--- src/rtl/ppi_pkg.sv ---
// Shared constants and types for the PPI receive path: word width, receiver
// FSM states and the tagged FIFO entry.
package ppi_pkg;

    localparam int PPI_W = 16;

    typedef enum logic {
        IDLE = 1'b0,
        RECV = 1'b1
    } ppi_state_e;

    typedef struct packed {
        logic             sof;
        logic             eof;
        logic [PPI_W-1:0] data;
    } ppi_entry_t;

endpackage

--- src/rtl/ppi_rx_if.sv ---
// PPI receive bundle: transmitter-side word bus in, tagged valid/ready stream
// and status pulses out.
interface ppi_rx_if;
    import ppi_pkg::*;

    logic             ppi_clk;
    logic             ppi_FS;
    logic [PPI_W-1:0] ppi_data;
    logic [PPI_W-1:0] rx_data;
    logic             rx_sof;
    logic             rx_eof;
    logic             rx_valid;
    logic             rx_ready;
    logic             frame_err;
    logic             overflow;

    // master drives the PPI word bus and consumes the stream
    modport master (
        output ppi_clk, ppi_FS, ppi_data, rx_ready,
        input  rx_data, rx_sof, rx_eof, rx_valid, frame_err, overflow
    );

    modport slave (
        input  ppi_clk, ppi_FS, ppi_data, rx_ready,
        output rx_data, rx_sof, rx_eof, rx_valid, frame_err, overflow
    );

endinterface

--- src/rtl/ppi_rx_fifo.sv ---
// Single-clock FIFO of tagged PPI words; pointers carry an extra wrap bit so
// full and empty are told apart without a separate count.
module ppi_rx_fifo
    import ppi_pkg::*;
#(
    parameter int FIFO_DEPTH = 16
) (
    input  logic       clk,
    input  logic       rst_n,
    input  logic       wr_en,
    input  ppi_entry_t wr_data,
    input  logic       rd_en,
    output ppi_entry_t rd_data,
    output logic       full,
    output logic       empty
);

    localparam int AW = $clog2(FIFO_DEPTH);

    ppi_entry_t r_mem [FIFO_DEPTH];
    logic [AW:0] r_wr_ptr;
    logic [AW:0] r_rd_ptr;
    logic        w_do_wr;
    logic        w_do_rd;

    assign empty = (r_wr_ptr == r_rd_ptr);
    assign full  = (r_wr_ptr[AW] != r_rd_ptr[AW]) &&
                   (r_wr_ptr[AW-1:0] == r_rd_ptr[AW-1:0]);

    // A write into a full FIFO still lands when the head is popped that cycle.
    assign w_do_rd = rd_en & ~empty;
    assign w_do_wr = wr_en & (~full | w_do_rd);

    always_ff @(posedge clk) begin
        if (w_do_wr) begin
            r_mem[r_wr_ptr[AW-1:0]] <= wr_data;
        end
    end

    always_ff @(posedge clk or negedge rst_n) begin
        if (!rst_n) begin
            r_wr_ptr <= '0;
            r_rd_ptr <= '0;
        end else begin
            if (w_do_wr) r_wr_ptr <= r_wr_ptr + 1'b1;
            if (w_do_rd) r_rd_ptr <= r_rd_ptr + 1'b1;
        end
    end

    // Head is forced to zero while empty so the stream outputs read 0 after reset.
    assign rd_data = empty ? '0 : r_mem[r_rd_ptr[AW-1:0]];

endmodule

--- src/rtl/ppi_rx.sv ---
// PPI receiver: oversamples the PPI word bus on clk, rebuilds FRAME_LEN-word
// frames with sof/eof tags and buffers them for a valid/ready consumer.
module ppi_rx
    import ppi_pkg::*;
#(
    parameter int FRAME_LEN  = 16,
    parameter int FIFO_DEPTH = 16
) (
    input  logic        clk,
    input  logic        rst_n,
    ppi_rx_if.slave     bus
);

    localparam logic [7:0] LAST_IDX = 8'(FRAME_LEN - 1);

    logic             r_ppi_clk_q;
    logic             r_ppi_clk_q2;
    logic             r_ppi_fs_q;
    logic [PPI_W-1:0] r_ppi_data_q;
    ppi_state_e       r_state;
    ppi_state_e       w_state_next;
    logic [7:0]       r_cnt;
    logic [7:0]       w_cnt_next;
    logic             r_frame_err;
    logic             r_overflow;
    logic             w_wstb;
    logic             w_wr_en;
    logic             w_sof;
    logic             w_eof;
    logic             w_err;
    logic             w_rd_en;
    logic             w_full;
    logic             w_empty;
    ppi_entry_t       w_wr_entry;
    ppi_entry_t       w_head;

    always_ff @(posedge clk or negedge rst_n) begin
        if (!rst_n) begin
            r_ppi_clk_q  <= 1'b0;
            r_ppi_clk_q2 <= 1'b0;
            r_ppi_fs_q   <= 1'b0;
            r_ppi_data_q <= '0;
        end else begin
            r_ppi_clk_q  <= bus.ppi_clk;
            r_ppi_clk_q2 <= r_ppi_clk_q;
            r_ppi_fs_q   <= bus.ppi_FS;
            r_ppi_data_q <= bus.ppi_data;
        end
    end

    assign w_wstb = r_ppi_clk_q & ~r_ppi_clk_q2;

    always_ff @(posedge clk or negedge rst_n) begin
        if (!rst_n) begin
            r_state <= IDLE;
            r_cnt   <= '0;
        end else begin
            r_state <= w_state_next;
            r_cnt   <= w_cnt_next;
        end
    end

    always_comb begin
        w_state_next = r_state;
        w_cnt_next   = r_cnt;
        if (w_wstb) begin
            case (r_state)
                IDLE: begin
                    if (r_ppi_fs_q) begin
                        w_state_next = RECV;
                        w_cnt_next   = 8'd1;
                    end
                end
                RECV: begin
                    // A new FS restarts the frame; the aborted one never gets eof.
                    if (r_ppi_fs_q) begin
                        w_cnt_next = 8'd1;
                    end else if (r_cnt == LAST_IDX) begin
                        w_state_next = IDLE;
                        w_cnt_next   = '0;
                    end else begin
                        w_cnt_next = r_cnt + 8'd1;
                    end
                end
                default: w_state_next = IDLE;
            endcase
        end
    end

    always_comb begin
        w_wr_en = 1'b0;
        w_sof   = 1'b0;
        w_eof   = 1'b0;
        w_err   = 1'b0;
        if (w_wstb) begin
            case (r_state)
                IDLE: begin
                    w_wr_en = r_ppi_fs_q;
                    w_sof   = r_ppi_fs_q;
                end
                RECV: begin
                    w_wr_en = 1'b1;
                    w_sof   = r_ppi_fs_q;
                    w_err   = r_ppi_fs_q;
                    w_eof   = ~r_ppi_fs_q & (r_cnt == LAST_IDX);
                end
                default: w_wr_en = 1'b0;
            endcase
        end
    end

    assign w_wr_entry = {w_sof, w_eof, r_ppi_data_q};
    assign w_rd_en    = ~w_empty & bus.rx_ready;

    ppi_rx_fifo #(
        .FIFO_DEPTH (FIFO_DEPTH)
    ) u_fifo (
        .clk     (clk),
        .rst_n   (rst_n),
        .wr_en   (w_wr_en),
        .wr_data (w_wr_entry),
        .rd_en   (w_rd_en),
        .rd_data (w_head),
        .full    (w_full),
        .empty   (w_empty)
    );

    // Dropped words still advance the FSM above, keeping frame alignment.
    always_ff @(posedge clk or negedge rst_n) begin
        if (!rst_n) begin
            r_frame_err <= 1'b0;
            r_overflow  <= 1'b0;
        end else begin
            r_frame_err <= w_err;
            r_overflow  <= w_wr_en & w_full & ~w_rd_en;
        end
    end

    assign bus.rx_data   = w_head.data;
    assign bus.rx_sof    = w_head.sof;
    assign bus.rx_eof    = w_head.eof;
    assign bus.rx_valid  = ~w_empty;
    assign bus.frame_err = r_frame_err;
    assign bus.overflow  = r_overflow;

endmodule

--- src/flat_wrapper.sv ---
// flat-port wrapper written by rule: the top's interface ports become plain ports
module ppi_rx_flat import ppi_pkg::*;
#(
    parameter int FRAME_LEN  = 16,
    parameter int FIFO_DEPTH = 16
)
  (clk, rst_n, bus_ppi_clk, bus_ppi_FS, bus_ppi_data, bus_rx_ready, bus_rx_data, bus_rx_sof, bus_rx_eof, bus_rx_valid, bus_frame_err, bus_overflow);
  ppi_rx_if bus_i ();
  input  logic clk;
  input  logic rst_n;
  input wire logic [$bits(bus_i.ppi_clk)-1:0] bus_ppi_clk;
  input wire logic [$bits(bus_i.ppi_FS)-1:0] bus_ppi_FS;
  input wire logic [$bits(bus_i.ppi_data)-1:0] bus_ppi_data;
  input wire logic [$bits(bus_i.rx_ready)-1:0] bus_rx_ready;
  output wire logic [$bits(bus_i.rx_data)-1:0] bus_rx_data;
  output wire logic [$bits(bus_i.rx_sof)-1:0] bus_rx_sof;
  output wire logic [$bits(bus_i.rx_eof)-1:0] bus_rx_eof;
  output wire logic [$bits(bus_i.rx_valid)-1:0] bus_rx_valid;
  output wire logic [$bits(bus_i.frame_err)-1:0] bus_frame_err;
  output wire logic [$bits(bus_i.overflow)-1:0] bus_overflow;
  assign bus_i.ppi_clk = bus_ppi_clk;
  assign bus_i.ppi_FS = bus_ppi_FS;
  assign bus_i.ppi_data = bus_ppi_data;
  assign bus_i.rx_ready = bus_rx_ready;
  assign bus_rx_data = bus_i.rx_data;
  assign bus_rx_sof = bus_i.rx_sof;
  assign bus_rx_eof = bus_i.rx_eof;
  assign bus_rx_valid = bus_i.rx_valid;
  assign bus_frame_err = bus_i.frame_err;
  assign bus_overflow = bus_i.overflow;
  ppi_rx #(.FRAME_LEN(FRAME_LEN), .FIFO_DEPTH(FIFO_DEPTH)) u_core (.clk(clk), .rst_n(rst_n), .bus(bus_i));
endmodule
--- config.mk ---
export PLATFORM = sky130hd
export DESIGN_NAME = ppi_rx_flat
export DESIGN_NICKNAME = d
export VERILOG_FILES = /design/src/rtl/ppi_pkg.sv /design/src/rtl/ppi_rx_if.sv /design/src/rtl/ppi_rx_fifo.sv /design/src/rtl/ppi_rx.sv /design/src/flat_wrapper.sv
export SDC_FILE = /design/constraint.sdc
export NUM_CORES = 1
export LEC_CHECK = 0
export ABC_AREA = 0
export CAP_MARGIN = 0
export CORE_MARGIN = 5
export CORE_UTILIZATION = 36
export CTS_CLUSTER_DIAMETER = 40
export CTS_CLUSTER_SIZE = 8
export DETAILED_ROUTE_END_ITERATION = 7
export GPL_ROUTABILITY_DRIVEN = 1
export PLACE_DENSITY = 0.53
export SETUP_SLACK_MARGIN = 0.3
export SLEW_MARGIN = 20
export SYNTH_ARGS = -nofsm -noshare
export SYNTH_HDL_FRONTEND = slang
export SYNTH_SLANG_ARGS = --single-unit
--- constraint.sdc ---
create_clock -name clk -period 7.1 [get_ports clk]
set_input_delay 1.42 -clock clk [delete_from_list [all_inputs] [get_ports clk]]
set_output_delay 1.42 -clock clk [all_outputs]
set_load 0.01 [all_outputs]
# Yosys cells after proc, flatten, opt, wreduce, memory -nomap -nowiden
# Memory sizes are Yosys's and may differ from the RTL's.
# Index checks and enable logic that the tools add are counted.
[totals] ff_bits=40 ram_bits=288 in_bits=21 output_inout_bits=21 wordCells=53 n_memories=1
[op_classes] addsub=3 n_eq_ne=5 n_mux=18 bitwise_logic=14 n_reduce_logical=2
[memory_table] memory="u_core.u_fifo.r_mem" depth=16 width=18 read_ports=1 rd_clocked_by_memory_dff=0 write_ports=1 line_no="ppi_rx_fifo.sv:20" text="ppi_entry_t r_mem [FIFO_DEPTH];"
[op_table] operator="$mux 8" n=3
[op_table] operator="$mux 18" n=1
[op_table] operator="$pmux 8 s2" n=1
[op_table] operator="$mux 1" n=11
[op_table] operator="$add 5x1->5 const B" n=2
[op_table] operator="$add 8x1->8 const B" n=1
[op_table] operator="$eq 8x4->1 const B" n=1
[op_table] operator="$and 1x1->1" n=7
[op_table] operator="$not 1->1" n=6
[op_table] operator="$eq 5x5->1" n=1
[op_table] operator="$eq 4x4->1" n=1
[op_table] operator="$pmux 1 s2" n=2
[op_table] operator="$ne 2x1->1 const B" n=1
[op_table] operator="$reduce_and 2->1" n=1
[op_table] operator="$logic_and 1x1->1" n=1
[op_table] operator="$ne 1x1->1" n=1
[op_table] operator="$or 1x1->1" n=1

# Logic depth before layout (Yosys ltp)
[depth] depth_word=8 mapped_depth=7 ltp_nobuf=5

# Cells and area by module
# From an unflattened synthesis, not the netlist that was laid out.
[unflattened] cells_unflattened=605 hier_area_um2=12625.9
[by_module_without_submodules] mod="ppi_rx_fifo" instances=1 cells_each=515 area_each_um2=11518.5 seq_area_each_um2=8898.5
[by_module_without_submodules] mod="ppi_rx" instances=1 cells_each=90 area_each_um2=1107.3 seq_area_each_um2=750.7

# Worst setup path before layout
# Ideal clock, no wire load.
[synth_timing] path_kind="in2reg" start="in bus_rx_ready" end="mem u_core.u_fifo.r_mem[15][0] in the netlist's numbering (enable)" setup_time_ps=415 arrival_time_ps=2927 required_time_ps=6685 slack_ps=3758 stages=2 n_path_buf=0 cell_sequence="nor2_1 -> a2111oi_2"
[synth_between] elab_chain_cells=6
[synth_lines] item="from (decl)" line_no="flat_wrapper.sv:14" text="input wire logic [$bits(bus_i.rx_ready)-1:0] bus_rx_ready;"
[synth_lines] item="$and 1x1->1" line_no="ppi_rx.sv:113" text="assign w_rd_en = ~w_empty & bus.rx_ready;"
[synth_lines] item="$and 1x1->1" line_no="ppi_rx_fifo.sv:31" text="assign w_do_rd = rd_en & ~empty;"
[synth_lines] item="$or 1x1->1" line_no="ppi_rx_fifo.sv:32" text="assign w_do_wr = wr_en & (~full | w_do_rd);"
[synth_lines] item="$and 1x1->1" line_no="ppi_rx_fifo.sv:32"
[synth_lines] item="$mux 1" line_no="ppi_rx_fifo.sv:35" text="if (w_do_wr) begin"
[synth_lines] item="$mux 1 (not written as such)" line_no="ppi_rx_fifo.sv:36" text="r_mem[r_wr_ptr[AW-1:0]] <= wr_data;"
[synth_lines] item="to (decl)" line_no="ppi_rx_fifo.sv:20"
# Every way passes these cells.

# Worst setup path in the final report
[layout_timing] start="reg u_core.u_fifo.r_rd_ptr[0]" end="out bus_rx_eof"
[layout_between] elab_chain_cells=2 word_cells_on_any_way=3 classes_between="eq/ne (1); mux (1); memory (1)"
[layout_lines] item="from (decl)" line_no="ppi_rx_fifo.sv:22" text="logic [AW:0] r_rd_ptr;"
[layout_lines] item="from (signal assigned)" line_no="ppi_rx_fifo.sv:46" text="if (w_do_rd) r_rd_ptr <= r_rd_ptr + 1'b1;"
[layout_lines] item="$mem_v2 16x18 / $eq 5x5->1 (equally long branches)"
[layout_lines] item="$mux 18 (*)" line_no="ppi_rx_fifo.sv:51" text="assign rd_data = empty ? '0 : r_mem[r_rd_ptr[AW-1:0]];"
[layout_lines] item="to (decl)" line_no="flat_wrapper.sv:17" text="output wire logic [$bits(bus_i.rx_eof)-1:0] bus_rx_eof;"
# Every way passes the cells marked *; elsewhere a longest branch is shown, timed or not.

==> metrics.md <==
| Metric | Value |
|---|---|
| Status | `finished, final reports clean` |
| Required @ worst endpoint | `around 5.7 ns` |
| Share of cells above drive strength 1 | `between 20% and 30%` |
| Number of synthesized flops with an enable pin | `roughly 290` |
| WP buf/inv | `2` |
| Fillcell total | `~3000` |
| Family of cells with the greatest summed delay on the critical path | `buffers and inverters` |
| Sort of element at the start of the critical path | `flip-flop` |
| Final Max Slew Viols | `0` |
| Transition time at the pin with the least slew margin | `around 1.1 ns` |
| H-tree lvl count | `2` |
| GRT overflow | `0` |
| Number of iterations in the first detailed-routing pass | `5` |
| Clk Tree Root Cell | `clkbuf_16` |
| Wirelength, routed | `between 20000 and 30000 um` |
| Worst ir drop on vdd | `roughly 0.19 mV` |
| Number of nets produced by synthesis | `around 630` |
| Critical R2R Launch | `u_core.u_fifo.r_rd_ptr[0]$_DFFE_PN0P_` |
| First-pass GRT wire length | `approximately 43000 um` |
| Leading cell types by count after synthesis | `edfxtp_1, mux4_2, dfrtp_1` |
| Number of design rule violations left after detail routing | `0` |
| Start point of the critical path | `u_core.u_fifo.r_rd_ptr[0]$_DFFE_PN0P_` |
| Flip-flop and latch count after synthesis | `approximately 330` |
| Maximum clock rate | `roughly 0.19 GHz` |
| CP max FO | `43` |
| Cells taking the most area after synthesis | `edfxtp_1, mux4_2, dfrtp_1` |
| Leakage power | `between 5 and 6 nW` |
| Clock Skew | `between 0.02 and 0.025 ns` |
| Placement row count | `68` |
| # port buffers | `41` |
| Worst Reg2Reg Path Length in Cells | `5` |
| Combinational share of power | `24.8%` |
| Average detailed-routed wire length per instance | `24.1 um` |
| Clock group share of total power | `between 30% and 40%` |
| Average size of a mapped cell | `20.8 um2` |
| Number of antenna repair diodes | `0` |
| Die height | `slightly below 200 um` |
| Critical Setup Path Class | `reg -> out` |
| Hold buffer count at CTS | `0` |
| Slowest cell on crit path | `dfrtp_4` |
| CTS buffer count | `51` |
| Worst hold endpoint | `u_core.r_ppi_clk_q2$_DFF_PN0_` |
| CTS tree | `built` |
| Post-CTS repair timing setup buffer count | `0` |
| Layout overhead on the synthesized area | `20.6%` |
| Final hold violations | `0` |
| Worst Setup End Kind | `primary output` |
| Sequential-to-total area share from yosys stat | `roughly 77%` |
| Aggregate negative setup slack | `0 ns` |
| Capturing point of the worst reg2reg path | `u_core.u_fifo.r_mem[1][15]$_DFFE_PP_` |
| Clk pin slew, worst setup/hold paths | `approximately 0.040 ns` |
| Crit path arrival time | `around 3.8 ns` |
| Core region area | `0.0345 mm2` |
| Latest clock arrival within the worst-skew pair | `0.55 ns` |
| CTS sink count | `around 330` |
| Post-synth top area cell | `edfxtp_1` |
| Share of power burned in registers | `between 30% and 40%` |
| Antenna-violating nets left | `0` |
| Netlist area before placement | `0.0126 mm2` |
| Post-Synthesis Cells | `~600` |
| Number of instances resized during post-cts repair | `0` |
| Register-to-Register Setup Slack | `about 3.9 ns` |
| Top_reg_cell synth | `edfxtp_1` |
| Final setup violating endpoints | `0` |
| I/O pin count | `42` |
| Antenna violations before repair | `1` |
| Count of warnings emitted by yosys | `0` |
| Number of maximum-capacitance constraint violations | `0` |
| Overall power | `6.06 mW` |
| Relative slew margins | `24.8%` |
| Post-layout net count | `717` |
| Worst hold path cell count | `0` |
| Iter 0 DRT Violations | `583` |
| Die Width | `between 150 and 200 um` |
| Sequence of cells on the critical path | `buf_4 > mux4_2 > a22oi_1 > a21oi_1 > clkdlybuf4s50_1` |
| Largest net degree at the start of global routing | `76` |
| Fraction of post-synthesis cell area in the top cell type by area | `slightly below 70%` |
| Via count of the first global-routing pass | `between 6000 and 7000` |
| Unrepaired setup endpoints after global routing | `no` |
| Worst hold start | `u_core.r_ppi_clk_q$_DFF_PN0_` |
| Power Internal | `4.35 mW` |
| Class of the worst hold path | `reg -> reg` |
| Switch share | `28.2%` |
| Share of the cycle needed by the critical path after routing | `approximately 73%` |
| Starting density of the core | `between 30% and 40%` |
| Count leader, synth | `edfxtp_1` |
| Via count | `6187` |
| Library cells used by synthesis | `40` |
| Number of buffers between clock root and the deepest sink | `3` |
| Post-route minimum period | `approximately 5.2 ns` |
| Post-DP HPWL | `between 15000 and 20000 um` |
| Power density over cell area | `~400 mW/mm2` |
| Critical Path Max Stage Delay | `0.88 ns` |
| GRT Total Usage | `14.8%` |
| Net switching power figure | `between 1.5 and 2 mW` |
| Fraction of synthesis flops using an asynchronous set or reset pin | `between 10 and 15%` |
| Via count normalized by instance count | `between 5 and 6` |
| Full die area | `~0.039 mm2` |
| Global placement routability congestion | `around 0.75` |
-- worst max-delay path by stage --
stage | endpoint | depth (start not counted)
2_1_floorplan | u_core.u_fifo.r_mem[15][0]$_DFFE_PP_ | 2
3_3_place_gp | bus_rx_eof | 5
3_5_place_dp | bus_rx_eof | 5
4_1_cts | bus_rx_eof | 5
5_1_grt | bus_rx_eof | 5
6_report | bus_rx_eof | 5
-- final cells by class --
type | count | area, um2 | area share (%)
Multi-Input combinational cell | 238 | 2760 | 18.2
Tap cell | 455 | 569 | 3.76
Clock inverter | 10 | 121 | 0.801
Timing Repair Buffer | 66 | 613 | 4.05
Clock buffer | 86 | 1410 | 9.29
Sequential cell | 328 | 9650 | 63.7
Inverter | 5 | 18.8 | 0.124
-- cell usage in the layout (no fill, tap or decap), types with 15 or more instances in the layout --
cell	synthesis	final
clkdlybuf4s50_1	0	40
and3_1	15	15
edfxtp_1	288	288
dfrtp_1	40	38
a21oi_1	24	24
clkbuf_1	18	35
mux4_2	72	72
a22oi_1	36	36
buf_4	1	24
clkbuf_16	0	51
-- worst register-to-register path: stages, from the launching register on --
cell and delay, ns:
dfrtp_4 0.88, xor2_1 0.30, nor4_4 0.13, a21oi_2 0.45
and3_1 0.86, buf_4 0.34
-- per-stage QoR --
stage | worst slack [ns] | util (%) | hold WS [ns] | cell area, um2 | cells
global placement | 2.13 | 39.4 | 0.410 | 13600 | 1091
global route | 1.56 | 44.0 | 0.467 | 15100 | 1188
finish | 1.89 | 44.0 | 0.435 | 15100 | 1188
CTS | 1.76 | 43.9 | 0.441 | 15100 | 1187
detailed placement | 2.35 | 39.4 | 0.424 | 13600 | 1091
floorplan | 3.76 | - | 0.388 | 12600 | 604
-- power groups by stage --
stage | clock network, mW | logic (mW) | registers, mW
3_5_place_dp | 0 | 1.52 | 2.40
6_report | 2.20 | 1.50 | 2.36
2_1_floorplan | 0 | 1.03 | 2.29
4_1_cts | 2.25 | 1.53 | 2.36
3_3_place_gp | 0 | 1.51 | 2.39
5_1_grt | 2.34 | 1.62 | 2.38
-- flip-flops by register name, summed over array words and instances (netlist names) --
register	cells
u_core.u_fifo.r_wr_ptr	5
u_core.r_ppi_clk_q2	1
u_core.u_fifo.r_rd_ptr	5
u_core.r_cnt	8
u_core.bus.overflow	1
u_core.r_ppi_fs_q	1
u_core.r_ppi_clk_q	1
u_core.u_fifo.r_mem	288
u_core.r_ppi_data_q	16
u_core.r_state	1
u_core.bus.frame_err	1
-- layer usage --
| metal | routed length (um) | part of all wire [%] | vias to the layer above | GRT usage, % |
|---|---|---|---|---|
| met5 | 20 | 0.070 | - | 0 |
| met2 | 14200 | 50 | 189 | 24.8 |
| met4 | 586 | 2.0 | 2 | 4.01 |
| met3 | 1420 | 5.0 | 47 | 2.74 |
| li1 | - | - | 2690 | - |
| met1 | 12400 | 43 | 3259 | 20.2 |
-- kinds of logic (layout without fill, tap and decap cells) --
kind of cell / count (synthesis) / count (layout) / share of synthesized area [%]
DFF: 328 / 328 / 76.8
AOI/OAI and AO/OA: 85 / 85 / 4.42
muxes: 74 / 74 / 13.1
and+or+nand+nor: 60 / 60 / 2.82
buffers and inverters: 38 / 167 / 1.33
xor gates and xnor gates: 13 / 13 / 0.907
adders and majority gates: 6 / 6 / 0.598
(Power assumes the default switching activity.)
